**src/rtl/qpsk_tx_pkg.sv**
```systemverilog
// Shared constants and helpers for the QPSK TX mapper: FSM states, Gray decode,
// quadrant sign table, amplitude ceiling and sc16 packing.
package qpsk_tx_pkg;

  typedef enum logic {
    ST_EMPTY = 1'b0,
    ST_BUSY  = 1'b1
  } state_t;

  localparam logic [15:0] AMP_MAX = 16'h7FFF;

  // Gray decode of a dibit b1b0 into a quadrant index
  localparam logic [1:0] GRAY_00 = 2'd0;
  localparam logic [1:0] GRAY_01 = 2'd1;
  localparam logic [1:0] GRAY_11 = 2'd2;
  localparam logic [1:0] GRAY_10 = 2'd3;

  // Bit q set means that component is -A in quadrant q: 0(+,+) 1(-,+) 2(-,-) 3(+,-)
  localparam logic [3:0] QUAD_I_NEG = 4'b0110;
  localparam logic [3:0] QUAD_Q_NEG = 4'b1100;

  function automatic logic [1:0] gray_decode(input logic [1:0] dibit);
    logic [1:0] g;
    unique case (dibit)
      2'b00:   g = GRAY_00;
      2'b01:   g = GRAY_01;
      2'b11:   g = GRAY_11;
      default: g = GRAY_10;
    endcase
    return g;
  endfunction

  function automatic logic [31:0] pack_sc16(input logic signed [15:0] i_val,
                                            input logic signed [15:0] q_val);
    return {i_val, q_val};
  endfunction

endpackage

```
**src/rtl/qpsk_quadrant_map.sv**
```systemverilog
// Combinational dibit-to-constellation mapper: Gray decode, optional differential
// phase accumulation, and signed I/Q selection from the quadrant sign table.
module qpsk_quadrant_map
  import qpsk_tx_pkg::*;
(
  input  logic [1:0]         dibit,
  input  logic [1:0]         phase,
  input  logic               diff_en,
  input  logic [15:0]        amp,
  output logic [1:0]         quad,
  output logic signed [15:0] i_val,
  output logic signed [15:0] q_val
);

  logic [1:0]         g;
  logic signed [15:0] pos_amp;
  logic signed [15:0] neg_amp;

  always_comb begin
    g       = gray_decode(dibit);
    // Two-bit add wraps naturally, giving (p + g) mod 4
    quad    = diff_en ? (phase + g) : g;
    pos_amp = signed'(amp);
    neg_amp = -pos_amp;
    i_val   = QUAD_I_NEG[quad] ? neg_amp : pos_amp;
    q_val   = QUAD_Q_NEG[quad] ? neg_amp : pos_amp;
  end

endmodule

```
**src/rtl/qpsk_symbol_mapper.sv**
```systemverilog
// QPSK TX front end: splits bytes into four dibits, maps each to an sc16 point
// and holds it for sps samples on a registered AXI-Stream output.
module qpsk_symbol_mapper
  import qpsk_tx_pkg::*;
#(
  parameter int SPS_W     = 8,
  parameter bit MSB_FIRST = 1'b1
) (
  input  logic             axis_data_clk,
  input  logic             axis_data_rst,
  input  logic [SPS_W-1:0] cfg_sps,
  input  logic [15:0]      cfg_amp,
  input  logic             cfg_diff_en,
  input  logic [7:0]       s_axis_tdata,
  input  logic             s_axis_tlast,
  input  logic             s_axis_tvalid,
  output logic             s_axis_tready,
  output logic [31:0]      m_axis_tdata,
  output logic             m_axis_tlast,
  output logic             m_axis_tvalid,
  input  logic             m_axis_tready,
  output logic [31:0]      stat_sym_count
);

  localparam logic [SPS_W-1:0] SPS_ONE = {{(SPS_W-1){1'b0}}, 1'b1};

  function automatic logic [15:0] clamp_amp(input logic [15:0] a);
    return (a > AMP_MAX) ? AMP_MAX : a;
  endfunction

  function automatic logic [SPS_W-1:0] eff_sps(input logic [SPS_W-1:0] s);
    return (s == '0) ? SPS_ONE : s;
  endfunction

  function automatic logic [1:0] pick_dibit(input logic [7:0] b, input logic [1:0] k);
    logic [2:0] base;
    base = MSB_FIRST ? {~k, 1'b0} : {k, 1'b0};
    return b[base +: 2];
  endfunction

  state_t             state;
  state_t             state_next;

  logic [7:0]         byte_r;
  logic               tlast_r;
  logic [SPS_W-1:0]   sps_r;
  logic [15:0]        amp_r;
  logic               diff_r;

  logic [SPS_W-1:0]   rep;
  logic [1:0]         idx;
  logic [1:0]         phase;

  logic               in_hs;
  logic               last_rep;
  logic               last_sym;
  logic               load;
  logic               adv_rep;
  logic               adv_sym;
  logic               finish;
  logic               sym_done;

  logic [1:0]         map_dibit;
  logic               map_diff;
  logic [15:0]        map_amp;
  logic [1:0]         map_quad;
  logic signed [15:0] map_i;
  logic signed [15:0] map_q;

  assign last_rep = (rep == sps_r - SPS_ONE);
  assign last_sym = last_rep && (idx == 2'd3);
  // Ready combines with downstream ready so the next byte loads with no bubble
  assign s_axis_tready = !axis_data_rst &&
                         ((state == ST_EMPTY) ||
                          ((state == ST_BUSY) && last_sym && m_axis_tready));
  assign in_hs    = s_axis_tvalid && s_axis_tready;
  assign sym_done = (state == ST_BUSY) && m_axis_tready && last_rep;

  always_ff @(posedge axis_data_clk) begin
    if (axis_data_rst) state <= ST_EMPTY;
    else               state <= state_next;
  end

  always_comb begin
    state_next = state;
    load       = 1'b0;
    adv_rep    = 1'b0;
    adv_sym    = 1'b0;
    finish     = 1'b0;
    unique case (state)
      ST_EMPTY: begin
        if (in_hs) begin
          load       = 1'b1;
          state_next = ST_BUSY;
        end
      end
      ST_BUSY: begin
        if (m_axis_tready) begin
          if (!last_rep)            adv_rep = 1'b1;
          else if (idx != 2'd3)     adv_sym = 1'b1;
          else if (in_hs)           load    = 1'b1;
          else begin
            finish     = 1'b1;
            state_next = ST_EMPTY;
          end
        end
      end
      default: state_next = ST_EMPTY;
    endcase
  end

  // A fresh byte maps straight from the inputs; later dibits come from the held copy
  always_comb begin
    if (load) begin
      map_dibit = pick_dibit(s_axis_tdata, 2'd0);
      map_diff  = cfg_diff_en;
      map_amp   = clamp_amp(cfg_amp);
    end else begin
      map_dibit = pick_dibit(byte_r, idx + 2'd1);
      map_diff  = diff_r;
      map_amp   = amp_r;
    end
  end

  qpsk_quadrant_map u_map (
    .dibit   (map_dibit),
    .phase   (phase),
    .diff_en (map_diff),
    .amp     (map_amp),
    .quad    (map_quad),
    .i_val   (map_i),
    .q_val   (map_q)
  );

  always_ff @(posedge axis_data_clk) begin
    if (load) begin
      byte_r  <= s_axis_tdata;
      tlast_r <= s_axis_tlast;
      sps_r   <= eff_sps(cfg_sps);
      amp_r   <= clamp_amp(cfg_amp);
      diff_r  <= cfg_diff_en;
    end
  end

  // Output stage: registered sample, its tlast, and the symbol counters
  always_ff @(posedge axis_data_clk) begin
    if (axis_data_rst) begin
      rep            <= '0;
      idx            <= '0;
      phase          <= '0;
      m_axis_tvalid  <= 1'b0;
      m_axis_tdata   <= '0;
      m_axis_tlast   <= 1'b0;
      stat_sym_count <= '0;
    end else begin
      if (sym_done) stat_sym_count <= stat_sym_count + 32'd1;

      if (load || adv_sym) begin
        if (map_diff) phase <= map_quad;
        m_axis_tdata <= pack_sc16(map_i, map_q);
        rep          <= '0;
      end

      if (load) begin
        idx           <= 2'd0;
        m_axis_tvalid <= 1'b1;
        m_axis_tlast  <= 1'b0;
      end else if (adv_sym) begin
        idx          <= idx + 2'd1;
        m_axis_tlast <= tlast_r && (idx == 2'd2) && (sps_r == SPS_ONE);
      end else if (adv_rep) begin
        rep          <= rep + SPS_ONE;
        m_axis_tlast <= tlast_r && (idx == 2'd3) && ((rep + SPS_ONE) == (sps_r - SPS_ONE));
      end else if (finish) begin
        m_axis_tvalid <= 1'b0;
        m_axis_tlast  <= 1'b0;
      end
    end
  end

endmodule

```
**config.mk**
```make
export PLATFORM = sky130hd
export DESIGN_NAME = qpsk_symbol_mapper
export DESIGN_NICKNAME = d
export VERILOG_FILES = /design/src/rtl/qpsk_tx_pkg.sv /design/src/rtl/qpsk_quadrant_map.sv /design/src/rtl/qpsk_symbol_mapper.sv
export SDC_FILE = /design/constraint.sdc
export NUM_CORES = 1
export LEC_CHECK = 0
export BUFFER_PORTS_ARGS = -buffer_cell sky130_fd_sc_hd__buf_2
export CAP_MARGIN = 20
export CORE_AREA = 2 2 131 133
export DETAILED_ROUTE_END_ITERATION = 10
export DIE_AREA = 0 0 133 135
export GPL_TIMING_DRIVEN = 0
export HOLD_SLACK_MARGIN = 0.12
export SYNTH_ARGS = -nofsm -noshare
export SYNTH_HDL_FRONTEND = slang
export SYNTH_SLANG_ARGS = --single-unit
```
**constraint.sdc**
```tcl
create_clock -name axis_data_clk -period 5.2 [get_ports axis_data_clk]
set_input_delay 1.04 -clock axis_data_clk [delete_from_list [all_inputs] [get_ports axis_data_clk]]
set_output_delay 1.04 -clock axis_data_clk [all_outputs]
set_load 0.02 [all_outputs]
```
==> impl_results.md, run 1 <==
* Status: finished, final reports clean
* Switching share of power at a little under a third
* Gr usage total at around 17%
* Clk_lat worst skew at 360 ps
* Clock share of power at 33.3%
* Clock Skews at around 12 ps
* Synth Flop Type: dfxtp_1
* Hold-fix buffers, CTS at 0
* Vias per cell at about 4.9
* Sequential share of the synthesized area at ~42%
* Pin count of the biggest net entering global routing at 35
* Drt first pass iters at 4
* Post-Place Cells at around 980
* Syn-to-layout area delta at 20.4%
* List of most frequent post-synthesis cells: dfxtp_1 (95), nand2_1 (78), nor2_1 (75), nor3_1 (40), xnor2_1 (40)
* TritonCTS buffer count at 9
* Antenna violations before repair at 1
* WP data required at 5450 ps
* Switching power at between 0.0006 and 0.0007 W
* Slew Limit Headroom at a little over two fifths
* PwrDens at ~300 nW/um^2
* Yosys top cell area share at between 30% and 40%
* CTS root buf: clkbuf_16
* Initial DRC count at 311
* Maxcap violations at 0
* Critical path class: register to register
* Critical Path Sink Type: register
* Worst Tran Pin Value at 849 ps
* Period utilization at between 90% and 100%
* Final setup fails at 0
* Comb pwr share at about a fifth
* Port Buffers at roughly 100
* Routed wire per std cell at approximately 15 um
* Starting density of the core at a little over a third
* Seq cells post-synth at about 110
* Static leakage at 2.78 nW
* Post-DP HPWL at approximately 11000 um
* Top cells by area, synth: dfxtp_1 (33%), edfxtp_1 (9.0%), xnor2_1 (6.2%)
* Worst-path clk slew at around 80 ps
* Nets at between 800 and 900
* # H-tree levels at 3
* CP Buf/Inv Count at 4
* First-pass GRT wire length at between 20000 and 25000 um
* Cell Rows at 47
* Crit-path cells: inv_1, ha_2, nor3b_2, xnor2_1, or4_4, o31ai_4, nand2_2, buf_4, clkbuf_4, nand2_1, nand2_1, ha_4, ha_1, xor2_2, xnor2_2, nor4_1, a2111o_1, buf_4, nor3_2, xor2_1, o21ai_1
* Post-synthesis async set-or-reset flop share at 0%
* Fillcell total at 1655
* Final std cells w/o fill at 1000
* Hold Path Class: register to register
* Most frequent cell after synthesis: dfxtp_1
* Longest Clk Path Bufs at 2
* Fmax at around 0.20 GHz
* Tmin final at around 4900 ps
* Syn_nets at roughly 700
* IO Count at 105
* Cell Area, Synth at 5690 um^2
* Die width at ~130 um
* Util after Layout at 41.7%
* Vias in the first global route at 4736
* Fin. Hold Viols at 0
* Synth unique cells at a little under 60
* Drt drc at 0
* Final GP Congestion at between 0.8 and 0.9
* ANT nets after route at 0
* Fraction of layout cells with a size suffix above 1 at ~22%
* Yosys top cell by area: dfxtp_1
* Gr ovfl total at 0
* CTS tree: yes
* Via count at about 4900
* VDD IR max at 0.177 mV
* Internal power at between 0.001 and 0.0015 W
* Mapped Avg Cell Area at a little under 9 um^2
* Delay-heaviest family, CP: simple AND/OR/NAND/NOR gates
* Flop pwr share at a little under half
* Die area at about 18000 um^2
* Total Wirelength at about 15000 um
* Clock sinks at between 100 and 150
* Cells after Synth at between 600 and 700
* CORE AREA at 16400 um^2
* Startpoint Class: register
* WP data arrival at 5180 ps
* Die height at approximately 140 um
* EDFF count, synth at 17
* Synthesis Warnings at 0
* CP peak stage delay at between 500 and 600 ps
* Crit path max fanout at 10
* Slowest CP cell: or4_4
* Fin. max-slew vios at 0
sequential cells by signal (all words and copies together), names as in the netlist:
name            flops
m_axis_tdata       31
m_axis_tvalid       1
tlast_r             1
byte_r              8
sps_r               8
m_axis_tlast        1
idx                 2
rep                 8
state               1
stat_sym_count     32
diff_r              1
amp_r              16
phase               2
tightest hold or removal path, stage by stage (launching register included):
cell     delay [ps]
dfxtp_1         310
nand2_1          50
o21ai_1          50
stage by stage:
stage                     TNS (ps)  power [W]  hold WS [ps]  worst slack (ps)  area, um^2
after floorplan                  0    0.00125           447               212        5700
after global placement      -12210    0.00136           433              -716        6490
after detailed placement    -14180    0.00137           435              -749        6490
after CTS                        0    0.00205           446              24.4        6800
after global routing         -27.2    0.00214           459             -16.0        6840
final                            0    0.00204           441               265        6850
power by group through the flow:
| stage | sequential (W) | clock [W] | combinational, W |
|---|---|---|---|
| 2_1_floorplan | 0.00100 | 0 | 0.000249 |
| 3_3_place_gp | 0.000984 | 0 | 0.000379 |
| 3_5_place_dp | 0.000984 | 0 | 0.000383 |
| 4_1_cts | 0.000963 | 0.000700 | 0.000390 |
| 5_1_grt | 0.000970 | 0.000734 | 0.000436 |
| 6_report | 0.000963 | 0.000679 | 0.000397 |
layout make-up:
class | count | area, um^2 | share of cell area, %
antenna | 1 | 2.50 | 0.0365
buffer | 33 | 145 | 2.12
clock buffer | 10 | 229 | 3.34
clock inverter | 6 | 52.6 | 0.768
inverter | 18 | 70.1 | 1.02
multi-input combinational | 494 | 3120 | 45.6
sequential | 112 | 2410 | 35.2
tap | 220 | 275 | 4.02
timing repair buffer | 106 | 538 | 7.86
logic make-up (layout without fill, tap and decap cells):
| kind of cell | count (synthesis) | in the layout | synth area share (%) |
|---|---|---|---|
| DFF | 112 | 112 | 42.4 |
| xor gates and xnor gates | 77 | 77 | 11.9 |
| buffers and inverters | 52 | 173 | 3.63 |
| muxes | 24 | 24 | 4.80 |
| AOI/OAI and AO/OA | 89 | 89 | 9.81 |
| other | 0 | 1 | 0 |
| and+or+nand+nor | 294 | 294 | 25.3 |
| adders and majority gates | 10 | 10 | 2.20 |
metal layers:
metal / routed length [um] / global-route usage [%] / up-vias
met4: 240 / 5.79 / 0
met2: 6140 / 25.7 / 140
met5: 0 / 0 / -
li1: - / - / 2508
met3: 987 / 4.84 / 21
met1: 7280 / 22.5 / 2242
layout by cell type, fill, tap and decap left out, types with 7 or more instances in the layout:
cell       instances
nor3_1            38
ha_1               8
o21ai_1           14
nand4_1            8
xor2_1            36
nand2_1           78
or3_1             12
mux2i_1           16
nor2_1            74
nand3_1           22
or2_2              7
buf_2            108
o21ai_0           27
and3_1            11
dfxtp_1           95
xnor2_1           39
clkbuf_16          9
edfxtp_1          17
a21oi_1           18
nor3_2             7
inv_1             17
clkbuf_1          25
path summary, 6_finish.rpt:
check,endpoint,depth (start not counted),slack [ps],from
hold reg to reg,m_axis_tdata[19],2,440,m_axis_tdata[19]
setup reg to reg,m_axis_tdata[29],21,270,sps_r[1]
hold / removal,m_axis_tdata[19],2,440,m_axis_tdata[19]
setup / recovery,m_axis_tdata[29],21,270,sps_r[1]
what timing repair did:
item | 4_1_cts | 5_1_grt
pin swaps | 1 | 0
resized for setup | 8 | 9
setup buffers | 2 | 1
endpoints found under the setup margin | 31 | 18
No activity file was read; power rests on OpenSTA's default activity.
==> run 2, diff against run 1 <==
--- a/config.mk
+++ b/config.mk
@@ -12,6 +12,7 @@
 export DIE_AREA = 0 0 133 135
 export GPL_TIMING_DRIVEN = 0
 export HOLD_SLACK_MARGIN = 0.12
+export REMOVE_ABC_BUFFERS = 1
 export SYNTH_ARGS = -nofsm -noshare
 export SYNTH_HDL_FRONTEND = slang
 export SYNTH_SLANG_ARGS = --single-unit
==> run 2 against run 1 <==
Flip-flop and latch count unchanged. First-iteration DRC count fell by 26%. Sequential power barely moved. Critical endpoint is now m_axis_tdata[25]. Via count shrank 1.2%. Total power increased by 0.77%. Die area unchanged. Clock skew up 0.95 ps. Worst hold slack improved by 1.3 ps. Critical path type unchanged. Register-to-register slack better by 50 ps. Highest routed layer unchanged.
==> impl_results.md, run 2 (same netlist as run 1, synthesis figures left out) <==
* Clock sinks at 112 (unchanged)
* Cell Rows at 47 (unchanged)
* Post-DP HPWL at 10100 um (-7.6%)
* Slowest CP cell: a2111o_2
* WHS at 442 ps (+1.28 ps)
* # H-tree levels at 3 (unchanged)
* Final setup fails at 0 (unchanged)
* CP peak stage delay at 560 ps (about the same)
* IO Count at 105 (unchanged)
* Final GP Congestion at 0.869 (-2.0%)
* Final std cells w/o fill at 979 (-2.1%)
* Hold depth at 2 (unchanged)
* Slew Limit Headroom at 43.1% (+0.071 points)
* Fmax at 0.205 GHz (+0.95%)
* WP data required at 5450 ps (about the same)
* Via count at 4852 (-1.2%)
* Gr ovfl total at 0 (unchanged)
* Max reg flops at 32 (unchanged)
* Worst Tran Pin Value at 853 ps (+4.63 ps)
* CORE AREA at 16400 um^2 (unchanged)
* Routing usage on met1 at 20.7% (-1.8 points)
* Vias per cell at 4.96 (+0.92%)
* Routed wire per std cell at 14.2 um (-3.2%)
* Status: finished, final reports clean
* Top flop regs: stat_sym_count x32, m_axis_tdata x31, amp_r x16
* Critical Path Sink Type: register
* Util after Layout at 42.0% (+0.25 points)
* Die height at 135 um (unchanged)
* Starting density of the core at 34.7% (unchanged)
* Die area at 18000 um^2 (unchanged)
* Vias in the first global route at 4560 (-3.7%)
* Critical path class: register to register
* FF-to-FF path depth at 22 (+4.8%)
* Reg2reg end: m_axis_tdata[25]
* Clock Skews at 12.8 ps (+0.951 ps)
* Fin. max-slew vios at 0 (unchanged)
* Hold path start: m_axis_tdata[2]
* GRT met3 Usage at 2.82% (-2.0 points)
* Longest Clk Path Bufs at 2 (unchanged)
* Port Buffers at 104 (+0.97%)
* Drt drc at 0 (unchanged)
* Setup crit start: sps_r[0]
* Crit-path cells: inv_1, ha_1, nor3b_2, xnor2_1, or4_4, o31ai_4, buf_4, nand2_8, clkinv_16, nand2_1, nand2_1, ha_1, ha_1, xor2_2, xnor2_2, nand3_1, a21oi_1, a2111o_2, buf_4, nor3_2, xnor2_1, a22o_1
* Period utilization at 94.0% (-0.89 points)
* ANT nets after route at 0 (unchanged)
* Hold Path Class: register to register
* PwrDens at 298 nW/um^2 (+0.16%)
* Clk_lat worst skew at 360 ps (about the same)
* Most common cell after layout, fill and taps aside: buf_2
* Most used cell, CP: ha_1
* Ant diodes at 0 (-1)
* WP data arrival at 5140 ps (-40 ps)
* Maxcap violations at 0 (unchanged)
* Startpoint Class: register
* Reg2Reg Setup Slack at 310 ps (+50 ps)
* Fin. Hold Viols at 0 (unchanged)
* CTS root buf: clkbuf_16
* TritonCTS buffer count at 9 (unchanged)
* First-pass GRT wire length at 22500 um (-5.6%)
* Die width at 133 um (unchanged)
* Post-Place Cells at 953 (-2.9%)
* Fraction of layout cells with a size suffix above 1 at 22.9% (+1.4 points)
* Met2 Resource Use GR at 25.1% (-0.60 points)
* Tmin final at 4890 ps (-46.5 ps)
* Gr usage total at 15.6% (-1.1 points)
* Pin count of the biggest net entering global routing at 45 (+29%)
* CTS tree: yes
* Static leakage at 2.80 nW (+0.85%)
* Hold-fix buffers, CTS at 0 (unchanged)
* Total Wirelength at 13900 um (-5.3%)
* Drt first pass iters at 4 (unchanged)
* Nets at 802 (-2.4%)
* Worst-path clk slew at 70 ps (about the same)
* Most frequent cells in the layout: buf_2 (104), dfxtp_1 (95), nand2_1 (78)
* Crit path max fanout at 33 (+23)
* Antenna violations before repair at 0 (-1)
* Worst Hold Path EP: m_axis_tdata[2]
* VDD IR max at 0.160 mV (-9.7%)
* Global route hottest layer: met2
* Initial DRC count at 229 (-26%)
* R2R Path Start: sps_r[0]
* Most flops, register: stat_sym_count
* Syn-to-layout area delta at 21.1%
[run 2: final cells by class]
type / count / area (um^2)
inverter: 18 / 93.8
fill: 1635 / 9520
sequential: 112 / 2410
tap: 220 / 275
multi-input combinational: 494 / 3130
clock buffer: 11 / 254
timing repair inverter: 1 / 11.3
clock inverter: 5 / 38.8
timing repair buffer: 118 / 669
[run 2: report_power, final]
part           switching [W]  leakage [nW]  internal [W]  total (W)
registers          0.0000321         0.932      0.000931   0.000963
clock network       0.000327         0.141      0.000357   0.000684
logic               0.000235          1.73      0.000172   0.000407
total               0.000593          2.80       0.00146    0.00205
[run 2: repair_timing]
item                       CTS  global route
resized for setup            9             6
setup buffers                4             5
pin swaps                    2             1
cloned                       0             1
hold endpoints to repair     0             0
setup endpoints to repair   31            30
[run 2: critical path: cells and delay by family (launching register included)]
kind / cells / cell delay [ps]
simple gates: 7 / 1380
flops: 1 / 450
compound gates: 4 / 990
buf+inv: 4 / 640
xor+xnor: 4 / 560
fa+ha+maj: 3 / 750
[run 2: layer usage]
metal  vias up  wire length, um
met5         -                0
met4         0              299
met3        19              709
met2       128             6210
met1      2232             6660
li1       2473                -
[run 2: per-stage QoR]
| stage | setup TNS, ps | setup slack [ps] | instance area, um^2 | total power, W |
|---|---|---|---|---|
| floorplan | -199 | -133 | 5550 | 0.00124 |
| global placement | -41180 | -1790 | 6340 | 0.00135 |
| detailed placement | -27510 | -1320 | 6430 | 0.00136 |
| CTS | 0 | 35.5 | 6790 | 0.00207 |
| global route | -5.01 | -2.94 | 6890 | 0.00215 |
| finish | 0 | 312 | 6890 | 0.00205 |
[run 2: worst max path at each step]
stage	slack, ps	to	depth (start not counted)
3_3_place_gp	-1790	m_axis_tdata[1]	19
2_1_floorplan	-130	m_axis_tdata[31]	19
6_report	310	m_axis_tdata[25]	22
3_5_place_dp	-1320	m_axis_tdata[31]	19
5_1_grt	-3	m_axis_tdata[18]	22
4_1_cts	40	m_axis_tdata[27]	21
==> run 3, diff against run 2 <==
--- a/config.mk
+++ b/config.mk
@@ -5,13 +5,15 @@
 export SDC_FILE = /design/constraint.sdc
 export NUM_CORES = 1
 export LEC_CHECK = 0
+export ABC_CLOCK_PERIOD_IN_PS = 5200
 export BUFFER_PORTS_ARGS = -buffer_cell sky130_fd_sc_hd__buf_2
 export CAP_MARGIN = 20
-export CORE_AREA = 2 2 131 133
+export CORE_AREA = 2 2 109 111
 export DETAILED_ROUTE_END_ITERATION = 10
-export DIE_AREA = 0 0 133 135
+export DIE_AREA = 0 0 111 113
 export GPL_TIMING_DRIVEN = 0
 export HOLD_SLACK_MARGIN = 0.12
+export PLACE_DENSITY = 0.76
 export REMOVE_ABC_BUFFERS = 1
 export SYNTH_ARGS = -nofsm -noshare
 export SYNTH_HDL_FRONTEND = slang
==> constraint.sdc (replaced) <==
create_clock -name axis_data_clk -period 5.2 [get_ports axis_data_clk]
set_input_delay 1.04 -clock axis_data_clk [delete_from_list [all_inputs] [get_ports axis_data_clk]]
set_output_delay 1.04 -clock axis_data_clk [all_outputs]
set_load 0.01 [all_outputs]
==> run 3 against run 2 <==
Register-to-register slack got worse by 30 ps. Total power about the same. Critical path type unchanged. Critical path depth decreased by 1.
==> impl_results.md, run 3 (same netlist as run 1, synthesis figures left out) <==
* PwrDens at 304 nW/um^2 (+1.9%)
* Die width at 111 um (-17%)
* Tmin final at 4910 ps (+26.7 ps)
* Clock sinks at 112 (unchanged)
* Die area at 12500 um^2 (-30%)
* Static leakage at 2.80 nW (-0.23%)
* Gr usage total at 21.7% (+6.1 points)
* Crit path max fanout at 22 (-33%)
* Drt drc at 0 (unchanged)
* Fin. max-slew vios at 0 (unchanged)
* ANT nets after route at 0 (unchanged)
* Gr ovfl total at 0 (unchanged)
* Drt first pass iters at 5 (+1)
* Most frequent cells in the layout: buf_2 (104), dfxtp_1 (95), nand2_1 (78)
* Die height at 113 um (-16%)
* WP data required at 5440 ps (about the same)
* Via count at 5142 (+6.0%)
* Hold Path Class: register to register
* Slew Limit Headroom at 34.1% (-9.0 points)
* Status: finished, final reports clean
* Post-Place Cells at 874 (-8.3%)
* # H-tree levels at 3 (unchanged)
* Post-DP HPWL at 9750 um (-3.3%)
* Ant diodes at 0 (unchanged)
* Max reg flops at 32 (unchanged)
* IO Count at 105 (unchanged)
* Most common cell after layout, fill and taps aside: buf_2
* Vias in the first global route at 4712 (+3.3%)
* Port Buffers at 104 (unchanged)
* Antenna violations before repair at 0 (unchanged)
* Startpoint Class: register
* Initial DRC count at 407 (+78%)
* Routed wire per std cell at 15.4 um (+8.9%)
* First-pass GRT wire length at 22500 um (-0.16%)
* Fraction of layout cells with a size suffix above 1 at 22.9% (-0.041 points)
* Critical Path Sink Type: register
* Maxcap violations at 0 (unchanged)
* VDD IR max at 0.172 mV (+7.6%)
* Clk_lat worst skew at 350 ps (about the same)
* Clock Skews at 7.46 ps (-5.37 ps)
* Nets at 800 (-0.25%)
* Longest Clk Path Bufs at 2 (unchanged)
* Starting density of the core at 50.5% (+16 points)
* Fin. Hold Viols at 0 (unchanged)
* CORE AREA at 11300 um^2 (-31%)
* Most flops, register: stat_sym_count
* WP data arrival at 5160 ps (+20 ps)
* WHS at 441 ps (-0.876 ps)
* Top flop regs: stat_sym_count x32, m_axis_tdata x31, amp_r x16
* Syn-to-layout area delta at 18.9%
* Fmax at 0.203 GHz (-0.54%)
* Final setup fails at 0 (unchanged)
* Cell Rows at 39 (-17%)
* Worst-path clk slew at 70 ps (about the same)
* Final GP Congestion at 0.896 (+3.1%)
* Critical path class: register to register
* Fillcell total at 968 (-41%)
* Period utilization at 94.5% (+0.51 points)
* Total Wirelength at 13900 um (about the same)
* Vias per cell at 5.72 (+15%)
* Final std cells w/o fill at 899 (-8.2%)
* TritonCTS buffer count at 9 (unchanged)
* CTS tree: yes
* CTS root buf: clkbuf_16
* Worst Tran Pin Value at 984 ps (+130 ps)
* Hold-fix buffers, CTS at 0 (unchanged)
* Pin count of the biggest net entering global routing at 45 (unchanged)
==> run 3: timing repair <==
| item | 4_1_cts | 5_1_grt |
|---|---|---|
| cloned | 1 | 2 |
| pin swaps | 2 | 2 |
| buffers inserted | 3 | 4 |
| endpoints found under the setup margin | 31 | 31 |
| gates resized for setup | 9 | 8 |
==> run 3: worst max-delay path, cell delays in order (launching register included) <==
cell and delay, ps:
edfxtp_1 420, inv_1 120, ha_2 230, nor3b_2 190
xnor2_1 110, or4_4 550, o31ai_4 250, buf_4 190
nand2_8 130, inv_16 190, nand2_1 80, nand2_1 90
ha_1 290, ha_1 240, xor2_2 180, xnor2_2 220
nand3_1 110, nor3_1 370, a2111o_2 310, nor2_4 60
buf_4 180, a221o_1 280
==> run 3: per-layer routing <==
metal	GRT usage (%)	wire length (um)
met1	28.9	6180
met2	35.1	6470
met3	3.64	826
met4	9.50	398
met5	0	0
==> run 3: cell type report <==
type	instances	area, um^2	share of cell area [%]
Timing Repair Buffer	114	607	8.97
Clock buffer	10	250	3.70
Timing Repair inverter	1	8.76	0.129
Tap cell	143	179	2.65
Sequential cell	112	2410	35.7
Inverter	18	83.8	1.24
Clock inverter	5	53.8	0.795
Multi-Input combinational cell	496	3170	46.9
==> run 3: worst paths after layout <==
| path | cells past startpoint | from | to | slack [ps] |
|---|---|---|---|---|
| worst max register to register | 21 | sps_r[1] | m_axis_tdata[31] | 290 |
| worst max-delay path | 21 | sps_r[1] | m_axis_tdata[31] | 290 |
| worst min-delay path | 2 | m_axis_tdata[18] | m_axis_tdata[18] | 440 |
| worst min register to register | 2 | m_axis_tdata[18] | m_axis_tdata[18] | 440 |
==> run 3: power by group <==
group	internal [W]	switching [W]	total, W
Combinational	0.000164	0.000218	0.000382
Clock	0.000400	0.000310	0.000709
Sequential	0.000931	0.0000336	0.000965
==> run 3: metrics by stage <==
stage	utilization [%]	TNS (ps)	setup slack, ps	area [um^2]	power (W)
floorplan	-	-199	-133	5550	0.00122
global placement	55.4	-34210	-1560	6250	0.00132
detailed placement	55.9	-25900	-1190	6300	0.00133
CTS	59.2	0	8.67	6670	0.00206
global route	60.0	-30.2	-29.0	6760	0.00215
finish	60.0	0	285	6760	0.00206
